## src/rtl/cpu_wb_pkg.sv

```systemverilog
// Shared write-back definitions: register address width, default data width
// and the layout of a queued MDU result.
package cpu_wb_pkg;

    localparam int REG_ADDR_W   = 5;
    localparam int XLEN_DEFAULT = 32;
    localparam int NUM_REGS     = 1 << REG_ADDR_W;

    typedef struct packed {
        logic [REG_ADDR_W-1:0]   rd;
        logic [XLEN_DEFAULT-1:0] data;
    } wb_entry_t;

endpackage

```

## src/rtl/wb_result_fifo.sv

```systemverilog
// Small synchronous FIFO holding MDU results that lost arbitration to the
// in-order pipeline; wrap-around pointers plus an occupancy count.
module wb_result_fifo #(
    parameter int DEPTH = 2,
    parameter int W     = 37
) (
    input  logic         clk,
    input  logic         rst,
    input  logic         push,
    input  logic [W-1:0] din,
    input  logic         pop,
    output logic [W-1:0] dout,
    output logic         full,
    output logic         empty
);

    localparam int PTR_W = (DEPTH > 1) ? $clog2(DEPTH) : 1;
    localparam int CNT_W = $clog2(DEPTH + 1);

    logic [PTR_W-1:0] wr_ptr_q, wr_ptr_d;
    logic [PTR_W-1:0] rd_ptr_q, rd_ptr_d;
    logic [CNT_W-1:0] count_q, count_d;
    logic [W-1:0]     mem_q [DEPTH];
    logic [W-1:0]     mem_d [DEPTH];

    function automatic logic [PTR_W-1:0] ptr_inc(input logic [PTR_W-1:0] p);
        return (p == PTR_W'(DEPTH - 1)) ? '0 : p + PTR_W'(1);
    endfunction

    assign full  = (count_q == CNT_W'(DEPTH));
    assign empty = (count_q == '0);
    assign dout  = mem_q[rd_ptr_q];

    always_comb begin
        wr_ptr_d = wr_ptr_q;
        rd_ptr_d = rd_ptr_q;
        count_d  = count_q;
        mem_d    = mem_q;
        if (push) begin
            mem_d[wr_ptr_q] = din;
            wr_ptr_d        = ptr_inc(wr_ptr_q);
        end
        if (pop) begin
            rd_ptr_d = ptr_inc(rd_ptr_q);
        end
        if (push && !pop) begin
            count_d = count_q + CNT_W'(1);
        end else if (pop && !push) begin
            count_d = count_q - CNT_W'(1);
        end
    end

    always_ff @(posedge clk or posedge rst) begin
        if (rst) begin
            wr_ptr_q <= '0;
            rd_ptr_q <= '0;
            count_q  <= '0;
        end else begin
            wr_ptr_q <= wr_ptr_d;
            rd_ptr_q <= rd_ptr_d;
            count_q  <= count_d;
        end
    end

    // Payload storage needs no reset: occupancy alone decides what is valid.
    always_ff @(posedge clk) begin
        mem_q <= mem_d;
    end

endmodule

```

## src/rtl/wb_write_sequencer.sv

```systemverilog
// Register-file write-port sequencer: merges in-order pipeline results with
// out-of-order MDU results and tracks outstanding MDU destinations (BUSY/KILL).
module wb_write_sequencer
    import cpu_wb_pkg::*;
#(
    parameter int DEPTH = 2,
    parameter int XLEN  = XLEN_DEFAULT
) (
    input  logic                  CLK,
    input  logic                  RESET,
    input  logic                  PIPE_VALID,
    input  logic [REG_ADDR_W-1:0] PIPE_RD,
    input  logic [XLEN-1:0]       PIPE_DATA,
    input  logic                  ISSUE_VALID,
    input  logic [REG_ADDR_W-1:0] ISSUE_RD,
    input  logic                  MDU_VALID,
    input  logic [REG_ADDR_W-1:0] MDU_RD,
    input  logic [XLEN-1:0]       MDU_DATA,
    output logic                  MDU_READY,
    output logic                  WRITE_ENABLE,
    output logic [REG_ADDR_W-1:0] WB_ADDRESS,
    output logic [XLEN-1:0]       WRITE_DATA,
    output logic [NUM_REGS-1:0]   BUSY
);

    localparam int ENTRY_W = REG_ADDR_W + XLEN;

    logic                  we_q, we_d;
    logic [REG_ADDR_W-1:0] addr_q, addr_d;
    logic [XLEN-1:0]       data_q, data_d;
    logic [NUM_REGS-1:0]   busy_q, busy_d;
    logic [NUM_REGS-1:0]   kill_q, kill_d;

    logic                  fifo_push, fifo_pop, fifo_full, fifo_empty;
    logic [ENTRY_W-1:0]    fifo_head;

    logic                  pipe_wr, mdu_take;
    logic                  ret_valid;
    logic [REG_ADDR_W-1:0] ret_rd;
    logic [XLEN-1:0]       ret_data;

    wb_result_fifo #(
        .DEPTH (DEPTH),
        .W     (ENTRY_W)
    ) u_fifo (
        .clk   (CLK),
        .rst   (RESET),
        .push  (fifo_push),
        .din   ({MDU_RD, MDU_DATA}),
        .pop   (fifo_pop),
        .dout  (fifo_head),
        .full  (fifo_full),
        .empty (fifo_empty)
    );

    assign MDU_READY = !fifo_full;
    assign pipe_wr   = PIPE_VALID && (PIPE_RD != '0);
    // Results for x0 are acknowledged but never reach the queue or the port.
    assign mdu_take  = MDU_VALID && MDU_READY && (MDU_RD != '0);

    always_comb begin
        we_d      = 1'b0;
        addr_d    = addr_q;
        data_d    = data_q;
        busy_d    = busy_q;
        kill_d    = kill_q;
        fifo_pop  = 1'b0;
        fifo_push = 1'b0;
        ret_valid = 1'b0;
        ret_rd    = '0;
        ret_data  = '0;

        if (pipe_wr) begin
            we_d   = 1'b1;
            addr_d = PIPE_RD;
            data_d = PIPE_DATA;
            if (busy_q[PIPE_RD]) begin
                kill_d[PIPE_RD] = 1'b1;
            end
            fifo_push = mdu_take;
        end else if (!fifo_empty) begin
            fifo_pop  = 1'b1;
            ret_valid = 1'b1;
            ret_rd    = fifo_head[ENTRY_W-1 -: REG_ADDR_W];
            ret_data  = fifo_head[XLEN-1:0];
            fifo_push = mdu_take;
        end else if (mdu_take) begin
            ret_valid = 1'b1;
            ret_rd    = MDU_RD;
            ret_data  = MDU_DATA;
        end

        // A result overtaken by a younger pipeline write is retired silently.
        if (ret_valid) begin
            busy_d[ret_rd] = 1'b0;
            if (kill_q[ret_rd]) begin
                kill_d[ret_rd] = 1'b0;
            end else begin
                we_d   = 1'b1;
                addr_d = ret_rd;
                data_d = ret_data;
            end
        end

        if (ISSUE_VALID && (ISSUE_RD != '0)) begin
            busy_d[ISSUE_RD] = 1'b1;
        end
    end

    always_ff @(posedge CLK or posedge RESET) begin
        if (RESET) begin
            we_q   <= 1'b0;
            addr_q <= '0;
            data_q <= '0;
            busy_q <= '0;
            kill_q <= '0;
        end else begin
            we_q   <= we_d;
            addr_q <= addr_d;
            data_q <= data_d;
            busy_q <= busy_d;
            kill_q <= kill_d;
        end
    end

    assign WRITE_ENABLE = we_q;
    assign WB_ADDRESS   = addr_q;
    assign WRITE_DATA   = data_q;
    assign BUSY         = busy_q;

endmodule

```

## config.mk

```make
export PLATFORM = sky130hd
export DESIGN_NAME = wb_write_sequencer
export DESIGN_NICKNAME = d
export VERILOG_FILES = /design/src/rtl/cpu_wb_pkg.sv /design/src/rtl/wb_result_fifo.sv /design/src/rtl/wb_write_sequencer.sv
export SDC_FILE = /design/constraint.sdc
export NUM_CORES = 1
export LEC_CHECK = 0
export CAP_MARGIN = 20
export CORE_MARGIN = 3
export CORE_UTILIZATION = 23
export CTS_CLUSTER_SIZE = 25
export DETAILED_ROUTE_END_ITERATION = 12
export PLACE_DENSITY = 0.4
export REMOVE_ABC_BUFFERS = 1
export SYNTH_ARGS = -nofsm -noshare
export SYNTH_HDL_FRONTEND = slang
export SYNTH_SLANG_ARGS = --single-unit
export TNS_END_PERCENT = 20
```

## constraint.sdc

```tcl
create_clock -name CLK -period 4.4 [get_ports CLK]
set_input_delay 0.44 -clock CLK [delete_from_list [all_inputs] [get_ports CLK]]
set_output_delay 0.44 -clock CLK [all_outputs]
set_load 0.005 [all_outputs]
```

* Word-level counts from Yosys, hierarchy flattened
Cells that the tools add are included.
Storage, ports and cells: output and inout port bits 71, bits in registers 180, logic and storage cells 97
Operators by class: multiplexer cells 48, order comparisons 9, reductions and logical operators 18, equal/unequal tests 1, add/sub/neg operators 4, bitwise operators 7
Operators with widths (number):
- $mux W32 | 12
- $mux W37 | 4
- $bwmux W74 | 1
- $and A32 B32 Y32 | 2
- $or A32 B32 Y32 | 2
- $demux W37 S1 | 1
- $not A32 Y32 | 1
- $mux W5 | 6
- $lt A5 B6 Y1 const B | 3
- $mux W1 | 17
- $demux W1 S5 | 3
- $ge A5 B1 Y1 const B | 3
- $reduce_bool A5 Y1 | 3
- $bmux W1 S5 | 2
- $logic_and A1 B1 Y1 | 10
- $ge A2 B2 Y1 const B | 2
- $mux W2 | 2
- $not A1 Y2 | 2
- $logic_not A1 Y1 | 3
- $add A1 B1 Y1 const B | 2
- $add A2 B1 Y2 const B | 1
- $eq A2 B2 Y1 const B | 1
- $logic_not A2 Y1 | 1
- $lt A2 B1 Y1 const B | 1
- 2 further kinds | 2

* Logic depth before layout (Yosys ltp)
Gate-level depths: netlist (run 1).
depth in word-level cells 16, depth in mapped cells 13, mapped depth without buffers 9

* Hierarchy
Synthesis (run 1) repeated with hierarchy kept, for this count alone.
Second synthesis, totals: cells, all modules 644, area total of the unflattened synthesis 8478.1 µm²
By module, submodules not included:
- wb_write_sequencer | instances 1, seq. area each 2552.4 µm², cells each 512, area an instance 5535.3 µm²
- wb_result_fifo | instances 1, seq. area each 2322.2 µm², cells each 132, area an instance 2942.8 µm²

* Worst setup path after synthesis (run 1)
OpenSTA, ideal clock, no wires.
path type input to register, from input port PIPE_RD[2], to register u_fifo.mem_q[37] in the netlist's numbering, enable pin, slack 171 ps, required time 3923 ps, arrival time 3752 ps, stages 6, path buffers 2, path through clkbuf_1 > o41ai_2 > clkbuf_1 > nor2_1 > nor2_1 > nor3_1
Between the ends: longest elaborated chain between the ends 3
RTL lines:
- from (decl) | RTL line wb_write_sequencer.sv:12 | input logic [REG_ADDR_W-1:0] PIPE_RD,
- $reduce_bool A5 Y1 | RTL line wb_write_sequencer.sv:57 | assign pipe_wr = PIPE_VALID && (PIPE_RD != '0);
- $logic_and A1 B1 Y1 | RTL line wb_write_sequencer.sv:57
- $mux W1 | RTL line wb_write_sequencer.sv:73 | if (pipe_wr) begin
- to (signal assigned) | RTL line wb_result_fifo.sv:67 | mem_q <= mem_d;
- to (decl) | RTL line wb_result_fifo.sv:23 | logic [W-1:0] mem_q [DEPTH];
Every way passes these cells. A chain may end at the register's enable or synchronous reset.

* Worst setup path after layout (run 1)
from register u_fifo.rd_ptr_q, to register kill_q[7]
Between the ends: longest elaborated chain between the ends 14, elaborated cells between the ends (all ways) 17, those cells by class order compare: 2; mux: 11; bitwise: 3; reduce/logical: 1
RTL lines:
- from (decl) | RTL line wb_result_fifo.sv:21 | logic [PTR_W-1:0] rd_ptr_q, rd_ptr_d;
- from (signal assigned) | RTL line wb_result_fifo.sv:60 | rd_ptr_q <= rd_ptr_d;
- $not A1 Y2 (not written as such) (*) | RTL line wb_result_fifo.sv:32 | assign dout = mem_q[rd_ptr_q];
- $mux W37 (not written as such) (*) (3 in series) | RTL line wb_result_fifo.sv:32
- $mux W5 (*) | RTL line wb_write_sequencer.sv:81 | end else if (!fifo_empty) begin
- $mux W5 (*) | RTL line wb_write_sequencer.sv:73
- $lt A5 B6 Y1 (not written as such) or $ge A5 B1 Y1 (tied branches) | RTL line wb_write_sequencer.sv:97 | kill_d[ret_rd] = 1'b0;
- $logic_and A1 B1 Y1 (not written as such) | RTL line wb_write_sequencer.sv:97
- $mux W1 (not written as such) | RTL line wb_write_sequencer.sv:97
- $demux W1 S5 | RTL line wb_write_sequencer.sv:97
- $not A32 Y32 (no line)
- $and A32 B32 Y32 (no line)
- $mux W32 (*) | RTL line wb_write_sequencer.sv:96 | if (kill_q[ret_rd]) begin
- $mux W32 (*) | RTL line wb_write_sequencer.sv:94 | if (ret_valid) begin
- net kill_d[7] | RTL line wb_write_sequencer.sv:32 | logic [NUM_REGS-1:0] kill_q, kill_d;
- to (signal assigned) | RTL line wb_write_sequencer.sv:122 | kill_q <= kill_d;
- to (decl) | RTL line wb_write_sequencer.sv:32
Mark *: on every way through the listed nets, which the timed path passes. The rest lies on a longest branch. The select of a mux whose other input is x is not followed.

==> impl_table.tex, run 1 <==
\begin{tabular}{lr}
\hline
Metric & Value \\
\hline
\multicolumn{2}{l}{\textbf{Timing}} \\
\quad Final Max Slew Viols & 0 \\
\quad Unrepaired setup endpoints after global routing & false \\
\quad Minimum clock period after layout & 3.66 ns \\
\quad Number of endpoints with negative hold slack in the final report & 0 \\
\quad Max-slew headroom & 23.8\% \\
\quad Final worst-path setup slack & 0.743 ns \\
\quad Final setup violating endpoints & 0 \\
\quad Setup skew after layout & 0.0176 ns \\
\quad Worst Tran Pin Value & 1.13 ns \\
\quad Final worst-path cycle share & 83.1\% \\
\quad F\_max & 273 MHz \\
\quad Total negative setup slack & 0 ns \\
\multicolumn{2}{l}{\textbf{Route}} \\
\quad Residual antenna-violating net count after detailed routing & 0 \\
\quad Via-per-instance ratio & 4.70 \\
\quad Wire length reported by the detailed router & 27.4 mm \\
\quad Via Count & 6182 \\
\quad First-pass DRT Iterations & 4 \\
\quad Starting DRC count in detailed routing & 373 \\
\quad DRC violation count after routing & 0 \\
\quad Mean routed wirelength per cell & 20.8 um \\
\multicolumn{2}{l}{\textbf{Clock tree}} \\
\quad CTS sink cnt & 180 \\
\quad Worst-case clock buffer depth & 2 \\
\quad Clock transition at the registers of the reported paths & 0.08 ns \\
\quad Post\_cts resized & 0 \\
\quad Hold buffer count at CTS & 0 \\
\quad Number of H-tree levels & 4 \\
\quad Clock tree from TritonCTS & done \\
\quad Total clock buffers created by CTS & 17 \\
\quad Post-CTS setup-driven buffer insertion count & 0 \\
\quad CTS Root Cell & clkbuf\_16 \\
\quad Clock insertion delay at the later pin of the skew report & 0.45 ns \\
\multicolumn{2}{l}{\textbf{Critical path}} \\
\quad Setup CP Type & reg -> reg \\
\quad Startpoint type of the worst setup path & register \\
\quad Largest driver fanout on the critical path & 22 \\
\quad Required time worst endpoint & 4.71 ns \\
\quad Largest incremental delay on the critical path & 0.66 ns \\
\quad Kind of cell with the highest combined delay on the critical path & compound AO/OA/AOI/OAI gates \\
\quad Crit end category & register \\
\quad Sequence of cells on the critical path & buf\_4 -> mux2\_2 -> o21ai\_0 -> nor2\_4 -> a32o\_1 -> a22oi\_1 -> nand4bb\_1 -> buf\_4 -> nor2\_2 -> a21oi\_1 \\
\quad Critical path buffer and inverter count & 2 \\
\quad Arrival @ worst endpoint & 3.96 ns \\
\quad Most numerous cell on the critical path & buf\_4 \\
\quad Cell with the largest stage delay on the worst path & o21ai\_0 \\
\multicolumn{2}{l}{\textbf{Floorplanning}} \\
\quad Num ports & 155 \\
\quad Core Box Area & 35700 um\^{}2 \\
\quad Die outline area & 38800 um\^{}2 \\
\quad Starting utilization of the core area & 23.4\% \\
\quad Die Height & 197 um \\
\quad Width of the chip & 197 um \\
\quad Core Rows & 69 \\
\multicolumn{2}{l}{\textbf{Yosys}} \\
\quad Top FF cell, synth & dfrtp\_1 \\
\quad List of most frequent post-synthesis cells & 106 x dfrtp\_1, 74 x edfxtp\_1, 72 x o21ai\_0, 71 x mux2i\_1, 56 x a21oi\_1 \\
\quad Count of distinct cell types in the synthesized netlist & 59 \\
\quad Synthesized area & 8380 um\^{}2 \\
\quad Mean instance size in the synthesized netlist & 12.4 um\^{}2 \\
\quad Number of register bits inferred by synthesis & 180 \\
\quad Library cell with the highest instance count after synthesis & dfrtp\_1 \\
\quad Leading post-synthesis cells by cell area & dfrtp\_1 32\%, edfxtp\_1 27\%, mux2i\_1 8.5\% \\
\quad Post-Synthesis Cells & 677 \\
\quad Number of flops mapped to enable cells by yosys & 74 \\
\quad YS warnings & 0 \\
\quad Area share of the leading cell type in the synthesized netlist & 31.7\% \\
\quad Proportion of synthesized chip area in sequential cells & 58.2\% \\
\quad Top cell type by total area after synthesis & dfrtp\_1 \\
\quad Proportion of register bits with asynchronous set or reset after synthesis & 58.9\% \\
\multicolumn{2}{l}{\textbf{Place}} \\
\quad Global placer's final weighted congestion & 0.812 \\
\quad PortBufs & 154 \\
\quad DP Worst Slack & 0.493 ns \\
\quad Standard cell area after detailed placement & 10500 um\^{}2 \\
\quad Half-perimeter wire length of the detailed placement result & 19.0 mm \\
\multicolumn{2}{l}{\textbf{Pwr}} \\
\quad Total power per unit cell area & 633 nW/um\^{}2 \\
\quad Overall power of the completed layout & 7.03 mW \\
\quad Power share of the combinational group & 40.1\% \\
\quad Clock Power Share & 21.4\% \\
\quad Sequential fraction of design power & 38.5\% \\
\quad Pint & 4.50 mW \\
\quad Worst supply voltage drop on vdd & 0.340 mV \\
\quad Switch share & 36.0\% \\
\quad Lkg Pwr & 4.35 nW \\
\quad Net switching power & 2.53 mW \\
\multicolumn{2}{l}{\textbf{Global routing}} \\
\quad Number of global-route vias before repair & 6594 \\
\quad First-pass GRT wire length & 42.5 mm \\
\quad Total overflow reported by the global router & 0 \\
\quad Pin count of the biggest net entering global routing & 74 \\
\quad Initial antenna violation count & 1 \\
\quad All-layer global routing usage & 14.4\% \\
\multicolumn{2}{l}{\textbf{Cells and area}} \\
\quad Nets & 925 \\
\quad Area overhead of the layout relative to synthesis & 32.6\% \\
\quad Final design area excluding fillers & 11100 um\^{}2 \\
\quad Antenna diode instance count & 0 \\
\quad Share of final-layout standard cells stronger than drive strength 1 & 14.4\% \\
\multicolumn{2}{l}{\textbf{Flow run}} \\
\quad Max-Cap Viols & 0 \\
\multicolumn{2}{l}{\textbf{Hold path}} \\
\quad Tightest Hold Check Type & in -> async \\
\multicolumn{2}{l}{\textbf{Outcome}} \\
\quad Run status & finished clean \\
\hline
\end{tabular}
==> per-stage QoR <==
step / std cells / util (%) / hold slack, ns
3_5_place_dp: 1281 / 29.4 / 0.491
5_1_grt: 1314 / 31.1 / 0.286
3_3_place_gp: 1280 / 29.4 / 0.499
4_1_cts: 1313 / 31.0 / 0.514
6_report: 1314 / 31.1 / 0.288
2_1_floorplan: 640 / - / 0.456
==> logic make-up (layout without fill, tap and decap cells) <==
family | after synthesis | in the layout | share of synthesized area (%)
mux | 115 | 115 | 15.6
flops | 180 | 180 | 58.2
compound gates | 205 | 205 | 15.1
buf+inv | 40 | 216 | 2.57
xor+xnor | 5 | 5 | 0.523
fa+ha+maj | 1 | 1 | 0.149
simple gates | 131 | 131 | 7.89
==> layer usage <==
layer | GRT usage, % | vias to the layer above | part of all wire [%]
met5 | 0 | - | 0.048
met4 | 3.80 | 2 | 1.2
met3 | 3.32 | 25 | 4.6
met2 | 22.6 | 146 | 46
met1 | 20.2 | 3122 | 48
li1 | - | 2887 | -
==> final cells by class <==
| class | count | area [um^2] |
|---|---|---|
| Clock buffer | 18 | 429 |
| Clock inverter | 14 | 138 |
| Fill cell | 3691 | 24600 |
| Inverter | 3 | 13.8 |
| Multi-Input combinational cell | 457 | 3310 |
| Sequential cell | 180 | 4880 |
| Tap cell | 461 | 577 |
| Timing Repair Buffer | 181 | 1760 |
==> sequential cells by signal, indices dropped and copies added (netlist names) <==
| name | flops |
|---|---|
| u_fifo.mem_q | 74 |
| WRITE_DATA | 32 |
| WRITE_ENABLE | 1 |
| u_fifo.wr_ptr_q | 1 |
| BUSY | 32 |
| kill_q | 32 |
| u_fifo.count_q | 2 |
| u_fifo.rd_ptr_q | 1 |
| WB_ADDRESS | 5 |
==> path summary, 6_finish.rpt <==
check                                 from  slack, ns  cells after the start               to
setup reg to reg           u_fifo.rd_ptr_q       0.74                     10        kill_q[7]
max in group asynchronous            RESET       3.19                      4       kill_q[15]
hold reg to reg              WB_ADDRESS[2]       0.51                      1    WB_ADDRESS[2]
hold / removal                       RESET       0.29                      2  u_fifo.rd_ptr_q
min in group CLK             WB_ADDRESS[2]       0.51                      1    WB_ADDRESS[2]
setup / recovery           u_fifo.rd_ptr_q       0.74                     10        kill_q[7]
==> cell usage in the layout (no fill, tap or decap), drive strengths merged, types with 6 or more instances in the layout <==
master,synthesis,routed
a22oi,34,34
o211a,6,6
buf,16,27
nor2,47,47
dfrtp,106,106
nand2,34,34
clkbuf,21,18
mux2,35,35
mux2i,71,71
a21oi,57,57
nor3,6,6
mux4,9,9
edfxtp,74,74
inv,3,12
o21ai,77,77
clkdlybuf4s50,0,154
nand3,11,11
==> power groups by stage <==
| stage | Sequential [mW] | Clock [mW] | Combinational (mW) |
|---|---|---|---|
| 3_3_place_gp | 2.75 | 0 | 2.87 |
| 3_5_place_dp | 2.74 | 0 | 2.86 |
| 5_1_grt | 2.79 | 1.62 | 3.09 |
| 2_1_floorplan | 2.70 | 0 | 1.43 |
| 6_report | 2.71 | 1.50 | 2.82 |
| 4_1_cts | 2.71 | 1.56 | 2.87 |
(Power assumes the default switching activity.)
==> run 2, diff against run 1 <==
- PLACE_DENSITY: 0.4 -> 0.41
- clock period: 4.4 -> 3.01 ns (I/O delays scaled with it)
==> impl_table.tex, run 2 (synthesis gave the netlist of run 1 again) <==
\begin{tabular}{lr}
\hline
Metric & Value \\
\hline
\multicolumn{2}{l}{\textbf{Outcome}} \\
\quad Run status & finished clean \\
\multicolumn{2}{l}{\textbf{Cells and area}} \\
\quad Nets & 983 (+6.3\%) \\
\quad Post-Route Utilization & 32.8\% (+1.7 points) \\
\quad Commonest cells after routing, fill and taps aside & 154 x clkdlybuf4s50\_1, 105 x dfrtp\_1, 74 x edfxtp\_1 \\
\quad Area overhead of the layout relative to synthesis & 40.0\% \\
\quad Share of final-layout standard cells stronger than drive strength 1 & 20.2\% (+5.8 points) \\
\quad Max reg flops & 74 (unchanged) \\
\quad Antenna diode instance count & 0 (unchanged) \\
\quad Most frequent standard cell in the layout excluding fill and tap cells & clkdlybuf4s50\_1 \\
\quad Register bank with the most flops & u\_fifo.mem\_q \\
\quad Final design area excluding fillers & 11700 um\^{}2 (+5.6\%) \\
\quad Number of inserted filler cells in the final layout & 3622 (-1.9\%) \\
\multicolumn{2}{l}{\textbf{Floorplanning}} \\
\quad Width of the chip & 197 um (unchanged) \\
\quad Core Box Area & 35700 um\^{}2 (unchanged) \\
\quad Num ports & 155 (unchanged) \\
\quad Die Height & 197 um (unchanged) \\
\quad Core Rows & 69 (unchanged) \\
\quad Die outline area & 38800 um\^{}2 (unchanged) \\
\quad Starting utilization of the core area & 23.4\% (unchanged) \\
\multicolumn{2}{l}{\textbf{Global routing}} \\
\quad Pin count of the biggest net entering global routing & 68 (-8.1\%) \\
\quad Total overflow reported by the global router & 0 (unchanged) \\
\quad Initial antenna violation count & 0 (-1) \\
\quad First-pass GRT wire length & 42.9 mm (+1.0\%) \\
\quad Number of global-route vias before repair & 6773 (+2.7\%) \\
\quad All-layer global routing usage & 14.5\% (+0.069 points) \\
\multicolumn{2}{l}{\textbf{Pwr}} \\
\quad Sequential fraction of design power & 36.1\% (-2.4 points) \\
\quad Net switching power & 3.83 mW (+51\%) \\
\quad Total power per unit cell area & 932 nW/um\^{}2 (+47\%) \\
\quad Worst supply voltage drop on vdd & 0.437 mV (+29\%) \\
\quad Clock Power Share & 20.0\% (-1.4 points) \\
\quad Switch share & 35.1\% (-0.95 points) \\
\quad Pint & 7.10 mW (+58\%) \\
\quad Lkg Pwr & 4.68 nW (+7.6\%) \\
\quad Power share of the combinational group & 43.9\% (+3.8 points) \\
\quad Overall power of the completed layout & 10.9 mW (+56\%) \\
\multicolumn{2}{l}{\textbf{Route}} \\
\quad Via-per-instance ratio & 4.67 (-0.67\%) \\
\quad Sum of met3 wire segment lengths after detailed routing & 926 um (-26\%) \\
\quad Mean routed wirelength per cell & 20.3 um (-2.6\%) \\
\quad Starting DRC count in detailed routing & 285 (-24\%) \\
\quad Via Count & 6407 (+3.6\%) \\
\quad Highest metal layer used by the detailed router & met4 \\
\quad Residual antenna-violating net count after detailed routing & 0 (unchanged) \\
\quad Met2 Wirelength & 13.5 mm (+7.2\%) \\
\quad DRC violation count after routing & 0 (unchanged) \\
\quad WL met1 & 13.2 mm (-0.14\%) \\
\quad First-pass DRT Iterations & 4 (unchanged) \\
\quad Wire length reported by the detailed router & 27.8 mm (+1.6\%) \\
\multicolumn{2}{l}{\textbf{Timing}} \\
\quad Worst Tran Pin Value & 0.592 ns (-0.540 ns) \\
\quad Final worst-path setup slack & 0.198 ns (-0.545 ns) \\
\quad Final Max Slew Viols & 0 (unchanged) \\
\quad Setup skew after layout & 0.0167 ns (-0.000860 ns) \\
\quad Final Hold Slack & 0.282 ns (-0.00583 ns) \\
\quad Final setup violating endpoints & 0 (unchanged) \\
\quad F\_max & 356 MHz (+30\%) \\
\quad Max-slew headroom & 60.5\% (+37 points) \\
\quad Final worst-path cycle share & 93.4\% (+10 points) \\
\quad Minimum clock period after layout & 2.81 ns (-0.845 ns) \\
\quad Number of endpoints with negative hold slack in the final report & 0 (unchanged) \\
\multicolumn{2}{l}{\textbf{Critical path}} \\
\quad Startpoint type of the worst setup path & register \\
\quad Kind of cell with the highest combined delay on the critical path & compound AO/OA/AOI/OAI gates \\
\quad Setup CP Type & reg -> reg \\
\quad Arrival @ worst endpoint & 3.13 ns (-0.83 ns) \\
\quad Largest driver fanout on the critical path & 5 (-77\%) \\
\quad Largest incremental delay on the critical path & 0.44 ns (-0.22 ns) \\
\quad Sequence of cells on the critical path & buf\_4 -> or2\_1 -> a21oi\_1 -> buf\_4 -> and3\_1 -> o21ai\_0 -> a211oi\_2 -> buf\_4 -> nor2\_1 -> a211oi\_1 -> buf\_4 -> a21oi\_1 \\
\quad Cell with the largest stage delay on the worst path & dfrtp\_1 \\
\quad Critical path buffer and inverter count & 4 (+2) \\
\quad Crit end category & register \\
\quad Required time worst endpoint & 3.32 ns (-1.39 ns) \\
\quad Most numerous cell on the critical path & buf\_4 \\
\multicolumn{2}{l}{\textbf{Place}} \\
\quad PortBufs & 154 (unchanged) \\
\quad Half-perimeter wire length of the detailed placement result & 19.5 mm (+2.5\%) \\
\quad DP Worst Slack & -0.172 ns (-0.665 ns) \\
\quad Global placer's final weighted congestion & 0.813 (about the same) \\
\quad Standard cell area after detailed placement & 11100 um\^{}2 (+5.4\%) \\
\multicolumn{2}{l}{\textbf{Hold path}} \\
\quad Tightest Hold Check Type & in -> async \\
\multicolumn{2}{l}{\textbf{Clock tree}} \\
\quad Clock insertion delay at the later pin of the skew report & 0.44 ns (about the same) \\
\quad CTS sink cnt & 180 (unchanged) \\
\quad Total clock buffers created by CTS & 17 (unchanged) \\
\quad Clock tree from TritonCTS & done \\
\quad Hold buffer count at CTS & 0 (unchanged) \\
\quad Worst-case clock buffer depth & 2 (unchanged) \\
\quad CTS Root Cell & clkbuf\_16 \\
\quad Number of H-tree levels & 4 (unchanged) \\
\quad Clock transition at the registers of the reported paths & 0.08 ns (about the same) \\
\multicolumn{2}{l}{\textbf{Flow run}} \\
\quad Max-Cap Viols & 0 (unchanged) \\
\hline
\end{tabular}
## run 2: area by class of cell
type	count	area, um^2	share of cell area (%)
Timing Repair Buffer	239	2360	20.1
Sequential cell	180	4880	41.6
Inverter	3	13.8	0.117
Multi-Input combinational cell	457	3330	28.4
Clock buffer	18	429	3.66
Tap cell	461	577	4.92
Clock inverter	13	140	1.19
## run 2: final timing paths
kind	from	endpoint	slack [ns]	cells past startpoint
setup / recovery	u_fifo.count_q[1]	WB_ADDRESS[3]	0.20	12
hold / removal	RESET	WRITE_DATA[30]	0.28	2
setup reg to reg	u_fifo.count_q[1]	WB_ADDRESS[3]	0.20	12
hold reg to reg	u_fifo.wr_ptr_q	u_fifo.wr_ptr_q	0.52	1
max in group asynchronous	RESET	kill_q[2]	1.92	3
min in group CLK	MDU_DATA[15]	u_fifo.mem_q[15]	0.49	1
## run 2: metrics by stage
step | std cells | TNS [ns]
2_1_floorplan | 640 | -497.68
3_3_place_gp | 1336 | -5.73
3_5_place_dp | 1336 | -6.45
4_1_cts | 1367 | 0
5_1_grt | 1371 | -0.00150
6_report | 1371 | 0
## run 2: power by group through the flow
stage / registers (mW) / clock network, mW / logic [mW]
after floorplan: 3.95 / 0 / 2.09
after global placement: 4.00 / 0 / 4.73
after detailed placement: 4.00 / 0 / 4.71
after CTS: 3.96 / 2.26 / 4.74
after global routing: 4.07 / 2.34 / 5.25
final: 3.95 / 2.18 / 4.80
## run 2: repair_timing
action,CTS,global route
buffers inserted,0,3
gates resized for setup,0,6
setup endpoints to repair,0,45
## run 2: per-layer routing
layer	vias to the layer above	track usage, %
li1	3010	-
met4	0	3.01
met3	16	2.60
met5	-	0
met1	3228	20.2
met2	153	23.8
==> run 3, diff against run 2 <==
- ABC_CLOCK_PERIOD_IN_PS: default -> 3010
- CORE_ASPECT_RATIO: default -> 0.75
- CTS_BUF_LIST: default -> sky130_fd_sc_hd__clkbuf_4 sky130_fd_sc_hd__clkbuf_8
==> impl_table.tex, run 3 (synthesis gave the netlist of run 1 again) <==
\begin{tabular}{lr}
\hline
Metric & Value \\
\hline
\multicolumn{2}{l}{\textbf{Outcome}} \\
\quad Run status & finished clean \\
\multicolumn{2}{l}{\textbf{Pwr}} \\
\quad Power share of the combinational group & 46.0\% (+2.1 points) \\
\quad Switch share & 36.2\% (+1.1 points) \\
\quad Net switching power & 3.81 mW (-0.76\%) \\
\quad Overall power of the completed layout & 10.5 mW (-3.8\%) \\
\quad Lkg Pwr & 4.63 nW (-1.0\%) \\
\quad Worst supply voltage drop on vdd & 0.305 mV (-30\%) \\
\quad Pint & 6.72 mW (-5.4\%) \\
\quad Clock Power Share & 16.8\% (-3.2 points) \\
\quad Sequential fraction of design power & 37.2\% (+1.1 points) \\
\quad Total power per unit cell area & 908 nW/um\^{}2 (-2.6\%) \\
\multicolumn{2}{l}{\textbf{Floorplanning}} \\
\quad Die Height & 171 um (-13\%) \\
\quad Die outline area & 38800 um\^{}2 (about the same) \\
\quad Width of the chip & 226 um (+15\%) \\
\quad Starting utilization of the core area & 23.7\% (+0.30 points) \\
\quad Core Rows & 59 (-14\%) \\
\quad Core Box Area & 35300 um\^{}2 (-1.3\%) \\
\quad Num ports & 155 (unchanged) \\
\multicolumn{2}{l}{\textbf{Critical path}} \\
\quad Crit end category & register \\
\quad Required time worst endpoint & 3.38 ns (+0.06 ns) \\
\quad Worst R2R Path Depth & 12 (unchanged) \\
\quad Arrival @ worst endpoint & 3.16 ns (+0.03 ns) \\
\quad Flop2flop setup slack & 0.22 ns (+0.02 ns) \\
\quad Startpoint type of the worst setup path & register \\
\quad Critical register-to-register path startpoint & u\_fifo.rd\_ptr\_q \\
\quad Worst flop-to-flop path endpoint & WB\_ADDRESS[0] \\
\quad Largest driver fanout on the critical path & 7 (+2) \\
\quad Last element of the critical path & WB\_ADDRESS[0] \\
\quad Setup CP Type & reg -> reg \\
\quad Worst Setup SP & u\_fifo.rd\_ptr\_q \\
\multicolumn{2}{l}{\textbf{Clock tree}} \\
\quad Worst-case clock buffer depth & 2 (unchanged) \\
\quad Total clock buffers created by CTS & 17 (unchanged) \\
\quad CTS Root Cell & clkbuf\_8 \\
\quad CTS sink cnt & 180 (unchanged) \\
\quad Clock insertion delay at the later pin of the skew report & 0.48 ns (+0.04 ns) \\
\quad Number of H-tree levels & 4 (unchanged) \\
\quad Clock transition at the registers of the reported paths & 0.11 ns (+0.03 ns) \\
\quad Clock tree from TritonCTS & done \\
\multicolumn{2}{l}{\textbf{Timing}} \\
\quad Number of endpoints with negative hold slack in the final report & 0 (unchanged) \\
\quad Final Max Slew Viols & 0 (unchanged) \\
\quad Final setup violating endpoints & 0 (unchanged) \\
\quad Max-slew headroom & 65.3\% (+4.8 points) \\
\quad Worst Tran Pin Value & 0.520 ns (-0.0718 ns) \\
\quad Setup skew after layout & 0.0224 ns (+0.00568 ns) \\
\quad Final worst-path setup slack & 0.220 ns (+0.0223 ns) \\
\quad Minimum clock period after layout & 2.79 ns (-0.0223 ns) \\
\quad Unrepaired setup endpoints after global routing & false \\
\quad Final Hold Slack & 0.215 ns (-0.0668 ns) \\
\quad Final worst-path cycle share & 92.7\% (-0.74 points) \\
\quad F\_max & 358 MHz (+0.80\%) \\
\multicolumn{2}{l}{\textbf{Place}} \\
\quad Standard cell area after detailed placement & 11100 um\^{}2 (+0.54\%) \\
\quad Global placer's final weighted congestion & 0.815 (+0.33\%) \\
\quad PortBufs & 154 (unchanged) \\
\quad DP Worst Slack & -0.273 ns (-0.101 ns) \\
\quad Half-perimeter wire length of the detailed placement result & 20.0 mm (+2.5\%) \\
\multicolumn{2}{l}{\textbf{Route}} \\
\quad Via Count & 6457 (+0.78\%) \\
\quad DRC violation count after routing & 0 (unchanged) \\
\quad Via-per-instance ratio & 4.71 (+0.78\%) \\
\quad First-pass DRT Iterations & 5 (+1) \\
\quad Residual antenna-violating net count after detailed routing & 0 (unchanged) \\
\quad Mean routed wirelength per cell & 19.9 um (-1.8\%) \\
\quad Starting DRC count in detailed routing & 440 (+54\%) \\
\quad Wire length reported by the detailed router & 27.3 mm (-1.8\%) \\
\multicolumn{2}{l}{\textbf{Global routing}} \\
\quad Pin count of the biggest net entering global routing & 39 (-43\%) \\
\quad All-layer global routing usage & 14.3\% (-0.18 points) \\
\quad Number of global-route vias before repair & 6608 (-2.4\%) \\
\quad First-pass GRT wire length & 42.1 mm (-2.1\%) \\
\quad Initial antenna violation count & 0 (unchanged) \\
\quad Total overflow reported by the global router & 0 (unchanged) \\
\multicolumn{2}{l}{\textbf{Cells and area}} \\
\quad Area overhead of the layout relative to synthesis & 38.4\% \\
\quad Register bank with the most flops & u\_fifo.mem\_q \\
\quad Final design area excluding fillers & 11600 um\^{}2 (-1.2\%) \\
\quad Max reg flops & 74 (unchanged) \\
\quad Post-Route Utilization & 32.9\% (+0.041 points) \\
\quad Number of inserted filler cells in the final layout & 3560 (-1.7\%) \\
\quad Nets & 986 (+0.31\%) \\
\quad Share of final-layout standard cells stronger than drive strength 1 & 20.6\% (+0.35 points) \\
\quad Commonest cells after routing, fill and taps aside & 154 x clkdlybuf4s50\_1, 105 x dfrtp\_1, 75 x buf\_4 \\
\quad Most frequent standard cell in the layout excluding fill and tap cells & clkdlybuf4s50\_1 \\
\quad Antenna diode instance count & 0 (unchanged) \\
\multicolumn{2}{l}{\textbf{Flow run}} \\
\quad Max-Cap Viols & 0 (unchanged) \\
\multicolumn{2}{l}{\textbf{Hold path}} \\
\quad Tightest Hold Check Type & in -> async \\
\hline
\end{tabular}
-- run 3: cell types whose count changed in the layout (fill, tap and decap cells not counted), sizes merged --
cell / change
buf: +4
bufinv: +1
clkbuf: -2
clkinv: +2
clkinvlp: -2
inv: +1
-- run 3: worst min-delay path by stage --
| stage | endpoint | slack [ns] |
|---|---|---|
| 3_3_place_gp | u_fifo.wr_ptr_q | 0.50 |
| 4_1_cts | WRITE_DATA[26] | 0.21 |
| 5_1_grt | WRITE_DATA[4] | 0.24 |
| 6_report | WRITE_DATA[4] | 0.22 |
| 3_5_place_dp | u_fifo.wr_ptr_q | 0.50 |
| 2_1_floorplan | BUSY[1] | 0.40 |
-- run 3: area by class of cell --
class / instances / area, um^2 / area share (%)
inverters: 3 / 13.8 / 0.119
multi-input cells: 457 / 3340 / 28.8
clock buffers: 17 / 234 / 2.02
flip-flops and latches: 180 / 4880 / 42.0
clock inverters: 15 / 191 / 1.65
repair buffers: 242 / 2360 / 20.4
well taps: 457 / 572 / 4.93
-- run 3: through the flow --
| stage | TNS (ns) | std cells |
|---|---|---|
| 6_report | 0 | 1371 |
| 5_1_grt | 0 | 1371 |
| 4_1_cts | 0 | 1371 |
| 3_5_place_dp | -11.56 | 1339 |
| 3_3_place_gp | -11.04 | 1339 |
| 2_1_floorplan | -497.68 | 640 |
-- run 3: power groups by stage --
| stage | Clock, mW | Sequential [mW] | Combinational [mW] |
|---|---|---|---|
| finish | 1.77 | 3.92 | 4.84 |
| global route | 1.94 | 4.02 | 5.28 |
| CTS | 1.85 | 3.92 | 4.86 |
| detailed placement | 0 | 3.98 | 4.84 |
| global placement | 0 | 3.98 | 4.85 |
| floorplan | 0 | 3.95 | 2.09 |
-- run 3: timing repair --
action / CTS / global route
endpoints found under the setup margin: 0 / 56
gates resized for setup: 0 / 7
hold endpoints to repair: 0 / 0
buffers inserted: 0 / 0
hold buffers: 0 / 0
-- run 3: critical path, stage by stage, from the launching register on --
cell       delay (ns)
dfrtp_2          0.45
buf_12           0.13
mux2_2           0.37
o21ai_1          0.13
buf_4            0.17
nand2_1          0.06
a32o_1           0.27
a22oi_2          0.21
nand4bb_1        0.19
buf_12           0.20
buf_4            0.13
a22o_1           0.20
a31o_1           0.18
-- run 3: layer usage --
layer	track usage [%]	wire length, um	part of all wire, %	up-vias
met5	0	0	0	-
met4	3.57	319	1.2	0
met3	2.34	809	3.0	20
met2	21.8	12300	45	101
met1	21.2	13800	51	3328
li1	-	-	-	3008
